==> config.mk <==
export PLATFORM = sky130hd
export DESIGN_NAME = matmul_bus_sequencer_flat
export DESIGN_NICKNAME = d
export VERILOG_FILES = /design/src/rtl/matmul_bus_sequencer_if.sv /design/src/rtl/matmul_bus_sequencer.sv /design/src/flat_wrapper.sv
export SDC_FILE = /design/constraint.sdc
export NUM_CORES = 1
export LEC_CHECK = 0
export CORE_MARGIN = 5
export CORE_UTILIZATION = 35
export DETAILED_ROUTE_END_ITERATION = 10
export HOLD_SLACK_MARGIN = 0.1
export PLACE_DENSITY = 0.55
export SLEW_MARGIN = 20
export SYNTH_ARGS = -nofsm -noshare
export SYNTH_HDL_FRONTEND = slang
export SYNTH_SLANG_ARGS = --single-unit
export TNS_END_PERCENT = 5
==> constraint.sdc <==
create_clock -name Clk -period 6.7 [get_ports Clk]
set_input_delay 1.675 -clock Clk [delete_from_list [all_inputs] [get_ports Clk]]
set_output_delay 1.675 -clock Clk [all_outputs]
set_load 0.01 [all_outputs]
==> src/rtl/matmul_bus_sequencer_if.sv <==
// Stream-in, stream-out and control-block bus signals of the matmul bus sequencer.
// master = sequencer side, slave = word source / result sink / control block side.
interface matmul_bus_sequencer_if #(
  parameter int pWordSize = 8
);
  logic                 in_valid;
  logic                 in_ready;
  logic [pWordSize-1:0] in_data;

  logic                 out_valid;
  logic                 out_ready;
  logic [pWordSize-1:0] out_data;
  logic                 out_last;

  logic                 BusRD;
  logic                 BusWR;
  logic [14:0]          BusAddr;
  logic [31:0]          BusDataOut;
  logic [31:0]          BusDataIn;

  modport master (
    input  in_valid, in_data, out_ready, BusDataIn,
    output in_ready, out_valid, out_data, out_last,
    output BusRD, BusWR, BusAddr, BusDataOut
  );

  modport slave (
    output in_valid, in_data, out_ready, BusDataIn,
    input  in_ready, out_valid, out_data, out_last,
    input  BusRD, BusWR, BusAddr, BusDataOut
  );
endinterface

==> src/rtl/matmul_bus_sequencer.sv <==
// Scan-loads matrix/vector words into the matmul control block, reads N results back and streams them out (valid/ready).
// Bus outputs are registered (one cycle after acceptance); define MATMUL_SEQ_MATRIX_REUSE_EN to let start_reuse skip the matrix load.
module matmul_bus_sequencer #(
  parameter int pVectorSize  = 8,
  parameter int pWordSize    = 8,
  parameter int pComputeWait = 2
) (
  input  logic Clk,
  input  logic Reset,
  input  logic start,
  input  logic start_reuse,
  output logic busy,
  output logic done,
  matmul_bus_sequencer_if.master bus
);
  localparam int cMatWords = pVectorSize * pVectorSize;
  localparam int cCntW     = $clog2(cMatWords + 1);
  localparam int cRdW      = $clog2(pVectorSize + 1);
  localparam int cIdxW     = $clog2(pVectorSize);
  localparam int cWaitW    = 4;

  typedef enum logic [2:0] {IDLE, LOAD_M, LOAD_V, WAIT, READ, SEND} state_t;
  state_t state, nextState;

  logic [cCntW-1:0]     wordCnt;
  logic [cWaitW-1:0]    waitCnt;
  logic [cRdW-1:0]      rdCnt;
  logic [cIdxW-1:0]     sendCnt;
  logic [pWordSize-1:0] resBuf [pVectorSize];

  logic inAccept, outAccept;
  logic lastMatWord, lastVecWord, waitDone, readDone, lastSend;
  logic unusedBusBits;

  assign inAccept    = bus.in_valid && bus.in_ready;
  assign outAccept   = bus.out_valid && bus.out_ready;
  assign lastMatWord = (wordCnt == cCntW'(cMatWords - 1));
  assign lastVecWord = (wordCnt == cCntW'(pVectorSize - 1));
  assign waitDone    = (waitCnt == cWaitW'(pComputeWait));
  assign readDone    = (rdCnt == cRdW'(pVectorSize));
  assign lastSend    = (sendCnt == cIdxW'(pVectorSize - 1));
  assign unusedBusBits = ^bus.BusDataIn;

`ifndef MATMUL_SEQ_MATRIX_REUSE_EN
  logic unusedReuse;
  assign unusedReuse = start_reuse;
`endif

  always_ff @(posedge Clk or negedge Reset) begin
    if (!Reset) state <= IDLE;
    else        state <= nextState;
  end

  always_comb begin
    nextState     = state;
    busy          = (state != IDLE);
    bus.in_ready  = (state == LOAD_M) || (state == LOAD_V);
    bus.out_valid = (state == SEND);
    bus.out_data  = '0;
    bus.out_last  = 1'b0;
    if (state == SEND) begin
      bus.out_data = resBuf[sendCnt];
      bus.out_last = lastSend;
    end
    case (state)
      IDLE: begin
        if (start) begin
`ifdef MATMUL_SEQ_MATRIX_REUSE_EN
          nextState = start_reuse ? LOAD_V : LOAD_M;
`else
          nextState = LOAD_M;
`endif
        end
      end
      LOAD_M: if (inAccept && lastMatWord) nextState = LOAD_V;
      LOAD_V: if (inAccept && lastVecWord) nextState = WAIT;
      WAIT:   if (waitDone) nextState = READ;
      READ:   if (readDone) nextState = SEND;
      SEND:   if (outAccept && lastSend) nextState = IDLE;
      default: nextState = IDLE;
    endcase
  end

  always_ff @(posedge Clk or negedge Reset) begin
    if (!Reset) begin
      wordCnt        <= '0;
      waitCnt        <= '0;
      rdCnt          <= '0;
      sendCnt        <= '0;
      done           <= 1'b0;
      bus.BusWR      <= 1'b0;
      bus.BusRD      <= 1'b0;
      bus.BusAddr    <= '0;
      bus.BusDataOut <= '0;
      for (int i = 0; i < pVectorSize; i++) resBuf[i] <= '0;
    end else begin
      bus.BusWR <= 1'b0;
      done      <= 1'b0;
      case (state)
        IDLE: begin
          wordCnt <= '0;
          waitCnt <= '0;
          sendCnt <= '0;
        end
        LOAD_M, LOAD_V: begin
          if (inAccept) begin
            bus.BusWR      <= 1'b1;
            bus.BusAddr    <= (state == LOAD_V) ? 15'd1 : 15'd0;
            bus.BusDataOut <= 32'(bus.in_data);
            if ((state == LOAD_M && lastMatWord) || (state == LOAD_V && lastVecWord))
              wordCnt <= '0;
            else
              wordCnt <= wordCnt + cCntW'(1);
            waitCnt <= '0;
          end
        end
        WAIT: begin
          // The cycle carrying the last WR counts as zero; RD starts after pComputeWait idle cycles.
          if (waitDone) begin
            waitCnt     <= '0;
            rdCnt       <= '0;
            bus.BusRD   <= 1'b1;
            bus.BusAddr <= '0;
          end else begin
            waitCnt <= waitCnt + cWaitW'(1);
          end
        end
        READ: begin
          // The control block's holder lags the address by one cycle, so Addr=r shows result r-1.
          if (rdCnt != '0)
            resBuf[cIdxW'(rdCnt - cRdW'(1))] <= bus.BusDataIn[pWordSize-1:0];
          if (readDone) begin
            bus.BusRD   <= 1'b0;
            bus.BusAddr <= '0;
          end else begin
            rdCnt       <= rdCnt + cRdW'(1);
            bus.BusAddr <= 15'(rdCnt + cRdW'(1));
          end
        end
        SEND: begin
          if (outAccept) begin
            if (lastSend) begin
              sendCnt <= '0;
              done    <= 1'b1;
            end else begin
              sendCnt <= sendCnt + cIdxW'(1);
            end
          end
        end
        default: ;
      endcase
    end
  end
endmodule

==> src/flat_wrapper.sv <==
// flat-port wrapper written by rule: the top's interface ports become plain ports
module matmul_bus_sequencer_flat 
#(
  parameter int pVectorSize  = 8,
  parameter int pWordSize    = 8,
  parameter int pComputeWait = 2
)
  (Clk, Reset, start, start_reuse, busy, done, bus_in_valid, bus_in_data, bus_out_ready, bus_BusDataIn, bus_in_ready, bus_out_valid, bus_out_data, bus_out_last, bus_BusRD, bus_BusWR, bus_BusAddr, bus_BusDataOut);
  matmul_bus_sequencer_if #(.pWordSize(pWordSize)) bus_i ();
  input  logic Clk;
  input  logic Reset;
  input  logic start;
  input  logic start_reuse;
  output logic busy;
  output logic done;
  input wire logic [$bits(bus_i.in_valid)-1:0] bus_in_valid;
  input wire logic [$bits(bus_i.in_data)-1:0] bus_in_data;
  input wire logic [$bits(bus_i.out_ready)-1:0] bus_out_ready;
  input wire logic [$bits(bus_i.BusDataIn)-1:0] bus_BusDataIn;
  output wire logic [$bits(bus_i.in_ready)-1:0] bus_in_ready;
  output wire logic [$bits(bus_i.out_valid)-1:0] bus_out_valid;
  output wire logic [$bits(bus_i.out_data)-1:0] bus_out_data;
  output wire logic [$bits(bus_i.out_last)-1:0] bus_out_last;
  output wire logic [$bits(bus_i.BusRD)-1:0] bus_BusRD;
  output wire logic [$bits(bus_i.BusWR)-1:0] bus_BusWR;
  output wire logic [$bits(bus_i.BusAddr)-1:0] bus_BusAddr;
  output wire logic [$bits(bus_i.BusDataOut)-1:0] bus_BusDataOut;
  assign bus_i.in_valid = bus_in_valid;
  assign bus_i.in_data = bus_in_data;
  assign bus_i.out_ready = bus_out_ready;
  assign bus_i.BusDataIn = bus_BusDataIn;
  assign bus_in_ready = bus_i.in_ready;
  assign bus_out_valid = bus_i.out_valid;
  assign bus_out_data = bus_i.out_data;
  assign bus_out_last = bus_i.out_last;
  assign bus_BusRD = bus_i.BusRD;
  assign bus_BusWR = bus_i.BusWR;
  assign bus_BusAddr = bus_i.BusAddr;
  assign bus_BusDataOut = bus_i.BusDataOut;
  matmul_bus_sequencer #(.pVectorSize(pVectorSize), .pWordSize(pWordSize), .pComputeWait(pComputeWait)) u_core (.Clk(Clk), .Reset(Reset), .start(start), .start_reuse(start_reuse), .busy(busy), .done(done), .bus(bus_i));
endmodule
==> metrics.txt, run 1 <==
outcome=complete, no violations; hpwl dp=7460 µm; FILL cells=roughly 1400; R2R depth=4; Post-CTS Resized=0; Seq pwr share=between 40% and 50%; Final nets=just over 500; dpl cells=633; top-area cell type share of the netlist area=between 40 and 50%; Fin. Hold Viols=0; DP Worst Slack=between 2 and 3 ns; wirelength, routed=11200 µm; reg2reg setup slack=approximately 3.8 ns; VDD IR-drop max=approximately 0.00015 V; Via Count=around 3300; chip height=roughly 130 µm; Pre-Repair DR Iteration Count=4; latest clock arrival within the worst-skew pair=roughly 0.35 ns; Syn Inst Count=around 420; number of synthesized flops with an enable pin=0; most common cell after layout, fill and taps aside=dfrtp_1; Main synth FF type=dfrtp_1; IO Count=roughly 110; largest net degree at the start of global routing=77; first-pass GRT wire length=18200 µm; leading post-synthesis cells by cell area=dfrtp_1 48%, mux2_2 16%, mux4_2 6.9%, buf_4 5.0%, mux2i_1 1.7%; initial antenna violation count=0; setup TNS=0 ns; clock power share=a little over a fifth; Setup Skew=~0.0097 ns; RSZ-0062 raised after global routing=no; Post-Syn Area per Cell=12.4 µm²; Die X-Extent=~130 µm; most frequent cells in the layout=101 x dfrtp_1, 73 x mux2_2, 47 x clkdlybuf4s50_1; area of the core=about 15000 µm²; Synth warnings=0; post-route DRC violation count=0; Mapped Area=5220 µm²; Tcrit/Tclk final=between 60% and 70%; Slew Limit Fails=0; drt initial violations=156; Slew @ Worst Pin=about 1.1 ns; Setup Viol. Count Final=0; met3 Track Usage GR=approximately 1.8%; pwr/cell area=about 420 nW/µm²; via/cell ratio=between 5 and 6; Num CTS Buffers=9; Worst EP required=approximately 5.0 ns; Die Outline Area=between 15000 and 20000 µm²; CP endpoint kind=primary output; hold-fix buffers at CTS=0; Data arrival, critical path=roughly 2.6 ns; WHS Path Cells=1; met2 Use GR=about a fifth; relative slew slack=about a quarter; share of cells above drive strength 1=approximately a quarter; clk root buf=clkbuf_16; critical path startpoint category=flop; fraction of registers with async set/reset=100%; max-cap violations=0; Initial Util=between 30% and 40%; htree depth=3; Distinct cells, synth=53; grt ovf=0; Area Growth Syn to Fin=15.2%; Clock Path Buffers=2; register area=2530 µm²; multi-input logic area=around 2400 µm²; CP Max Fanout=25; Achievable Freq=0.233 GHz; row count=44; Lkg Pwr=0.00247 µW; Crit Path Category=flop to primary output; GR met1 Demand/Resource=around 18%; Post-CTS Setup Repair Bufs=0; internal power=~1700 µW; Yosys reg bits=just over 100; class of the worst hold path=flop to flop; ANT cells=0; sequential fraction of the synthesis area=between 40% and 50%; Tmin final=approximately 4.3 ns; Antenna Nets Post-Route=0; gr busiest metal=met2; Routed WL per cell=between 15 and 20 µm; Final GP Congestion=approximately 0.76; Worst-path clk slew=around 0.07 ns; switching share of power=roughly a third; switching power=a little over 800 µW; Non-Filler Instances=649; fin worst setup slack=~2.4 ns; vias in the first global route=roughly 3300; port bufs=between 40 and 50; Logic pwr share=a little over a third; CTS tree=yes; Synth area leader=dfrtp_1; Num Clock Sinks=about 100; GRT Overall Usage=~13%
-- area by class of cell --
type / count / share of cell area (%)
sequential: 101 / 42.1
multi-input combinational: 287 / 40.1
timing repair buffer: 50 / 8.21
clock buffer: 11 / 4.04
tap: 184 / 3.83
clock inverter: 5 / 1.10
inverter: 11 / 0.687
-- registers in the layout, indices dropped and copies added, names as in the netlist, 3 cells and up --
| register | cells |
|---|---|
| u_core.bus.BusAddr | 5 |
| u_core.waitCnt | 4 |
| u_core.rdCnt | 4 |
| u_core.sendCnt | 3 |
| u_core.resBuf | 64 |
| u_core.wordCnt | 7 |
| u_core.bus.BusDataOut | 8 |
| u_core.state | 3 |
-- per-layer routing --
layer  part of all wire [%]  wire length (µm)  vias to the layer above
met5                      0                 0                        -
met4                    1.6               177                        0
met3                    3.0               339                       11
met2                     49              5510                       68
met1                     46              5170                     1666
li1                       -                 -                     1534
-- power groups by stage --
stage	clock, µW	sequential (µW)	combinational, µW
3_5_place_dp	0	1070	913
3_3_place_gp	0	1060	887
5_1_grt	573	1100	989
2_1_floorplan	0	988	728
6_report	539	1060	900
4_1_cts	554	1060	917
-- path summary, 6_finish.rpt --
path	from	endpoint
min in group asynchronous	Reset	u_core.bus.BusDataOut[1]$_DFFE_PN0P_
min	u_core.resBuf[4]$_DFFE_PN0P_	u_core.resBuf[4]$_DFFE_PN0P_
max in group asynchronous	Reset	u_core.sendCnt[0]$_DFFE_PN0P_
min reg2reg	u_core.resBuf[4]$_DFFE_PN0P_	u_core.resBuf[4]$_DFFE_PN0P_
max	u_core.state[2]$_DFFE_PN0P_	bus_out_data[3]
max reg2reg	u_core.state[2]$_DFFE_PN0P_	u_core.resBuf[20]$_DFFE_PN0P_
-- synthesized netlist by cell type, types with 3 or more instances --
| library cell | instances |
|---|---|
| a21o_1 | 4 |
| buf_2 | 9 |
| nor3_1 | 5 |
| inv_1 | 11 |
| mux2_2 | 73 |
| and2_1 | 3 |
| dfrtp_1 | 101 |
| mux4_2 | 16 |
| nor2b_1 | 3 |
| nand2b_1 | 4 |
| o31ai_1 | 5 |
| xor2_1 | 3 |
| clkbuf_1 | 6 |
| o21ai_0 | 12 |
| a22o_1 | 5 |
| buf_4 | 35 |
| nor2_1 | 21 |
| a21oi_1 | 10 |
| nand3_1 | 15 |
| a221o_1 | 3 |
| nand3b_1 | 3 |
| mux2i_1 | 9 |
| nand2_1 | 15 |
| ha_1 | 7 |
| a2111oi_0 | 3 |
-- metrics by stage --
| stage | util, % | power, µW | hold slack [ns] | cell area, µm² |
|---|---|---|---|---|
| 3_3_place_gp | 39.1 | 1940 | 0.469 | 5700 |
| 2_1_floorplan | - | 1720 | 0.453 | 5340 |
| 6_report | 41.2 | 2500 | 0.497 | 6010 |
| 3_5_place_dp | 39.1 | 1990 | 0.487 | 5700 |
| 4_1_cts | 41.2 | 2530 | 0.502 | 6010 |
| 5_1_grt | 41.2 | 2660 | 0.518 | 6010 |
-- critical path: stages (launching register included) --
cell and delay (ns):
dfrtp_1 0.79, nor2b_1 0.24, nand2_1 0.38, nor2_1 0.29
clkdlybuf4s50_1 0.57
-- cell families (layout without fill, tap and decap cells) --
kind of cell | count (synthesis) | after routing | synth area share [%]
buffers and inverters | 66 | 77 | 7.80
DFF | 101 | 101 | 48.5
AOI/OAI and AO/OA | 52 | 52 | 7.00
and+or+nand+nor | 89 | 89 | 9.35
muxes | 99 | 99 | 24.6
other | 1 | 34 | 0.0719
adders and majority gates | 8 | 8 | 1.87
xor gates and xnor gates | 5 | 5 | 0.840
No activity file was read; power rests on OpenSTA's default activity.
==> run 2, diff against run 1 <==
- PLACE_DENSITY: 0.55 -> 0.57
- clock period: 6.7 -> 3.73 ns (I/O delays scaled with it)
==> run 2 against run 1 <==
  * Utilization rose by 0.27 points
  * Critical path depth increased by 1
  * Clock skew grew 0.0020 ns
  * Setup slack lost 1.9 ns
  * Via count up 1.0%
  * Final cell count increased by 0.77%
  * Sequential cell count did not move
  * Hold slack improved by 0.0051 ns
==> metrics.txt, run 2 (synthesized netlist as in run 1, its figures left out) <==
share of cells above drive strength 1=26.0% (was 25.2%); Pre-Repair DR Iteration Count=4 (unchanged); hold-fix buffers at CTS=0 (unchanged); most flop-heavy register=u_core.resBuf (unchanged); max-cap violations=0 (unchanged); chip height=132 µm (unchanged); Slew Limit Fails=0 (unchanged); hpwl dp=7450 µm (was 7460 µm); CP Max Fanout=19 (was 25); clk root buf=clkbuf_16 (unchanged); largest net degree at the start of global routing=53 (was 77); Clock Path Buffers=2 (unchanged); total power=4500 µW (was 2500 µW); port bufs=48 (unchanged); IO Count=108 (unchanged); Setup Viol. Count Final=0 (unchanged); area of the core=14600 µm² (unchanged); VDD IR-drop max=0.000281 V (was 0.000148 V); Slew @ Worst Pin=0.755 ns (was 1.11 ns); pwr/cell area=744 nW/µm² (was 417 nW/µm²); CTS tree=yes (unchanged); register area=2530 µm² (unchanged); Die X-Extent=132 µm (unchanged); critical path, cell by cell=buf_4 -> mux4_2 -> mux2i_1 -> nor2_1 -> clkdlybuf4s50_1 (was nor2b_1 -> nand2_1 -> nor2_1 -> clkdlybuf4s50_1); Logic pwr share=38.0% (was 35.9%); class of the worst hold path=flop to flop (unchanged); critical path startpoint category=flop (unchanged); Worst EP required=2.80 ns (was 5.03 ns); clock power share=21.0% (was 21.5%); most frequent cells in the layout=101 x dfrtp_1, 73 x mux2_2, 47 x clkdlybuf4s50_1 (unchanged); Setup Skew=0.0117 ns (was 0.00970 ns); Crit Path Category=flop to primary output (unchanged); Routed WL per cell=16.5 µm (was 17.3 µm); internal power=3020 µW (was 1680 µW); Lkg Pwr=0.00250 µW (was 0.00247 µW); vias in the first global route=3446 (was 3338); latest clock arrival within the worst-skew pair=0.35 ns (about the same); RSZ-0062 raised after global routing=no (unchanged); multi-input logic area=2410 µm² (unchanged); setup TNS=0 ns (unchanged); switching power=1480 µW (was 823 µW); Largest regs=u_core.resBuf (64), u_core.bus.BusDataOut (8), u_core.wordCnt (7) (unchanged); Via Count=3313 (was 3279); max reg flops=64 (unchanged); Slowest cell on crit path=mux4_2 (was dfrtp_1); Final GP Congestion=0.813 (was 0.765); first-pass GRT wire length=18100 µm (was 18200 µm); Post-CTS Resized=0 (unchanged); Final nets=518 (was 513); grt ovf=0 (unchanged); Achievable Freq=0.308 GHz; Worst-path clk slew=0.07 ns (about the same); initial antenna violation count=0 (unchanged); Post-CTS Setup Repair Bufs=0 (unchanged); Die Outline Area=17400 µm² (unchanged); Tcrit/Tclk final=about 87%; slowest cell delay on critical path=0.57 ns (was 0.79 ns); Tmin final=between 3 and 4 ns; CP endpoint kind=primary output (unchanged); post-route DRC violation count=0 (unchanged); row count=44 (unchanged); via/cell ratio=5.07 (was 5.05); outcome=complete, no violations (unchanged); Initial Util=35.8% (unchanged); switching share of power=32.9% (about the same); Num Clock Sinks=101 (unchanged); Data arrival, critical path=2.31 ns (was 2.62 ns); drt initial violations=170 (was 156); ANT cells=0 (unchanged); Num CTS Buffers=9 (unchanged); Util after Layout=41.4% (was 41.2%); most common cell after layout, fill and taps aside=dfrtp_1 (unchanged); FILL cells=1349 (was 1370); GRT Overall Usage=12.8% (was 12.9%); relative slew slack=48.4% (was 25.7%); Fin. Hold Viols=0 (unchanged); Seq pwr share=40.9% (was 42.5%); wirelength, routed=10800 µm (was 11200 µm); Antenna Nets Post-Route=0 (unchanged); Area Growth Syn to Fin=15.9% (was 15.2%); htree depth=3 (unchanged)
-- run 2: final timing paths --
kind / start / end / slack, ns / cells after the start
setup / recovery: u_core.sendCnt[0]$_DFFE_PN0P_ / bus_out_data[2] / 0.49 / 5
hold / removal: u_core.resBuf[10]$_DFFE_PN0P_ / u_core.resBuf[10]$_DFFE_PN0P_ / 0.50 / 1
setup reg to reg: u_core.rdCnt[0]$_DFFE_PN0P_ / u_core.resBuf[27]$_DFFE_PN0P_ / 1.11 / 5
hold reg to reg: u_core.resBuf[10]$_DFFE_PN0P_ / u_core.resBuf[10]$_DFFE_PN0P_ / 0.50 / 1
max in group asynchronous: Reset / u_core.resBuf[60]$_DFFE_PN0P_ / 2.42 / 2
min in group asynchronous: Reset / u_core.bus.BusDataOut[3]$_DFFE_PN0P_ / 0.61 / 1
-- run 2: metrics by stage --
| stage | cells | instance area (µm²) | worst slack, ns | hold WS [ns] |
|---|---|---|---|---|
| after floorplan | 454 | 5340 | 1.19 | 0.453 |
| after global placement | 638 | 5750 | 0.725 | 0.476 |
| after detailed placement | 638 | 5750 | 0.715 | 0.474 |
| after CTS | 654 | 6050 | 0.432 | 0.502 |
| after global routing | 654 | 6050 | 0.332 | 0.517 |
| final | 654 | 6050 | 0.486 | 0.502 |
-- run 2: worst max-delay path, delay by kind of cell (launching register included) --
kind                   cells  cell delay (ns)
buffers and inverters      2             0.84
flip-flops                 1             0.32
multiplexers               2             0.72
AND/OR/NAND/NOR            1             0.07
-- run 2: area by class of cell --
class                   instances  share of cell area (%)
multi-input cells             287                    39.8
inverters                      11                   0.683
clock inverters                 6                    1.16
well taps                     184                    3.81
flip-flops and latches        101                    41.8
clock buffers                  10                    3.79
repair buffers                 55                    8.98
-- run 2: per-layer routing --
metal / part of all wire [%] / routed length (µm) / GRT usage [%] / up-vias
met5: 0 / 0 / 0 / -
met4: 2.1 / 223 / 5.66 / 0
met3: 3.0 / 327 / 2.02 / 18
met2: 47 / 5110 / 20.4 / 58
met1: 48 / 5120 / 17.3 / 1685
li1: - / - / - / 1552
-- run 2: power groups by stage --
stage / logic, µW / clock network (µW) / registers (µW)
after floorplan: 1310 / 0 / 1770
after global placement: 1680 / 0 / 1830
final: 1710 / 945 / 1840
after CTS: 1740 / 977 / 1840
after detailed placement: 1730 / 0 / 1860
after global routing: 1880 / 1020 / 1910
==> run 3, diff against run 2 <==
- PLACE_DENSITY: 0.57 -> 0.55
- clock period: 3.73 -> 4.2 ns (I/O delays scaled with it)
==> run 3 against run 2 <==
  * Total power down 12%
  * Via count up 0.81%
  * Utilization down 0.15 points
  * Sequential power down 11%
  * Critical endpoint is now bus_out_data[0]
  * Highest routed layer unchanged
==> metrics.txt, run 3 (synthesized netlist as in run 1, its figures left out) <==
outcome=complete, no violations (unchanged); initial antenna violation count=0 (unchanged); grt ovf=0 (unchanged); CP Max Fanout=16 (was 19); hold-fix buffers at CTS=0 (unchanged); relative slew slack=47.2% (was 48.4%); Worst EP required=3.15 ns (was 2.80 ns); Setup Skew=0.00508 ns (was 0.0117 ns); critical path, cell by cell=nor2b_1 -> nand2_1 -> nor2_1 -> clkdlybuf4s50_1 (was buf_4 -> mux4_2 -> mux2i_1 -> nor2_1 -> clkdlybuf4s50_1); DP Area=5740 µm² (was 5750 µm²); ANT cells=0 (unchanged); DP Worst Slack=1.07 ns (was 0.715 ns); IO Count=108 (unchanged); Antenna Nets Post-Route=0 (unchanged); setup TNS=0 ns (unchanged); Crit Path Category=flop to primary output (unchanged); Setup Viol. Count Final=0 (unchanged); hpwl dp=7410 µm (was 7450 µm); critical path startpoint category=flop (unchanged); R2R Path Start=u_core.rdCnt[0]$_DFFE_PN0P_ (unchanged); Num Clock Sinks=101 (unchanged); r2r endpoint=u_core.resBuf[25]$_DFFE_PN0P_ (was u_core.resBuf[27]$_DFFE_PN0P_); R2R depth=5 (unchanged); largest net degree at the start of global routing=56 (was 53); most common cell after layout, fill and taps aside=dfrtp_1 (unchanged); CTS tree=yes (unchanged); pwr/cell area=655 nW/µm² (was 744 nW/µm²); wirelength, routed=11000 µm (was 10800 µm); area of the core=14600 µm² (unchanged); Tcrit/Tclk final=between 80% and 90%; row count=44 (unchanged); Hold WS=0.500 ns (was 0.502 ns); drt initial violations=173 (was 170); reg2reg setup slack=1.53 ns (was 1.11 ns); Initial Util=35.8% (unchanged); Final nets=517 (was 518); post-route DRC violation count=0 (unchanged); Post-CTS Setup Repair Bufs=0 (unchanged); Achievable Freq=between 0.2 and 0.3 GHz; first-pass GRT wire length=18500 µm (was 18100 µm); Data arrival, critical path=2.38 ns (was 2.31 ns); via/cell ratio=5.11 (was 5.07); Largest regs=u_core.resBuf (64), u_core.bus.BusDataOut (8), u_core.wordCnt (7) (unchanged); CP Depth=4 (was 5); port bufs=48 (unchanged); Routed WL per cell=16.9 µm (was 16.5 µm); total power=3950 µW (was 4500 µW); chip height=132 µm (unchanged); Final GP Congestion=0.761 (was 0.813); fin worst setup slack=0.772 ns (was 0.486 ns); most flop-heavy register=u_core.resBuf (unchanged); Slew Limit Fails=0 (unchanged); Num CTS Buffers=9 (unchanged); max reg flops=64 (unchanged); CP bufs+invs=1 (was 2); clk root buf=clkbuf_16 (unchanged); Die X-Extent=132 µm (unchanged); kind of cell adding the most delay to the critical path=simple AND/OR/NAND/NOR gates (was buffers and inverters); GRT Overall Usage=13.2% (was 12.8%); Via Count=3340 (was 3313); most frequent cells in the layout=101 x dfrtp_1, 73 x mux2_2, 47 x clkdlybuf4s50_1 (unchanged); crit path capture=bus_out_data[0] (was bus_out_data[2]); Pre-Repair DR Iteration Count=4 (unchanged); Slew @ Worst Pin=0.786 ns (was 0.755 ns); vias in the first global route=3436 (was 3446); latest clock arrival within the worst-skew pair=0.35 ns (about the same); VDD IR-drop max=0.000237 V (was 0.000281 V); fin area=6020 µm² (was 6050 µm²); CP startpoint=u_core.state[1]$_DFFE_PN0P_ (was u_core.sendCnt[0]$_DFFE_PN0P_); Post-CTS Resized=0 (unchanged); Lkg Pwr=0.00248 µW (was 0.00250 µW); RSZ-0062 raised after global routing=no (unchanged); Tmin final=roughly 3.4 ns; Fin. Hold Viols=0 (unchanged); share of cells above drive strength 1=26.0% (about the same); Worst-path clk slew=0.07 ns (about the same); Area Growth Syn to Fin=15.5% (was 15.9%); CP endpoint kind=primary output (unchanged); max-cap violations=0 (unchanged); Die Outline Area=17400 µm² (unchanged); Slowest cell on crit path=clkdlybuf4s50_1 (was mux4_2); htree depth=3 (unchanged); slowest cell delay on critical path=0.57 ns (about the same); Clock Path Buffers=2 (unchanged); FILL cells=1392 (was 1349); class of the worst hold path=flop to flop (unchanged)
-- run 3: final cells by class --
| type | count | area (µm²) | share of cell area (%) |
|---|---|---|---|
| Tap cell | 184 | 230 | 3.82 |
| Clock buffer | 9 | 225 | 3.74 |
| Clock inverter | 7 | 58.8 | 0.976 |
| Timing Repair Buffer | 54 | 536 | 8.89 |
| Multi-Input combinational cell | 287 | 2410 | 39.9 |
| Inverter | 11 | 41.3 | 0.685 |
| Sequential cell | 101 | 2530 | 42.0 |
-- run 3: through the flow --
| stage | instances | utilization [%] |
|---|---|---|
| 6_report | 653 | 41.3 |
| 2_1_floorplan | 454 | - |
| 3_3_place_gp | 637 | 39.3 |
| 3_5_place_dp | 637 | 39.3 |
| 5_1_grt | 653 | 41.3 |
| 4_1_cts | 653 | 41.3 |
-- run 3: worst min path at each step --
stage / from / end / slack, ns / depth (start not counted)
2_1_floorplan: u_core.resBuf[4]$_DFFE_PN0P_ / u_core.resBuf[4]$_DFFE_PN0P_ / 0.45 / 1
3_3_place_gp: u_core.resBuf[4]$_DFFE_PN0P_ / u_core.resBuf[4]$_DFFE_PN0P_ / 0.47 / 1
3_5_place_dp: u_core.resBuf[4]$_DFFE_PN0P_ / u_core.resBuf[4]$_DFFE_PN0P_ / 0.48 / 1
4_1_cts: u_core.resBuf[4]$_DFFE_PN0P_ / u_core.resBuf[4]$_DFFE_PN0P_ / 0.49 / 1
5_1_grt: u_core.resBuf[45]$_DFFE_PN0P_ / u_core.resBuf[45]$_DFFE_PN0P_ / 0.51 / 1
6_report: u_core.resBuf[4]$_DFFE_PN0P_ / u_core.resBuf[4]$_DFFE_PN0P_ / 0.50 / 1
-- run 3: per-layer routing --
metal / vias to the layer above / GRT usage (%) / share of wire (%)
li1: 1543 / - / -
met1: 1705 / 17.7 / 46
met2: 77 / 21.3 / 49
met3: 15 / 1.76 / 3.3
met4: 0 / 5.77 / 2.1
met5: - / 0 / 0
-- run 3: power by group --
part | leakage, µW | internal (µW) | switching (µW)
Combinational | 0.00111 | 831 | 690
Clock | 0.000138 | 410 | 384
Sequential | 0.00123 | 1380 | 252
Total | 0.00248 | 2620 | 1330
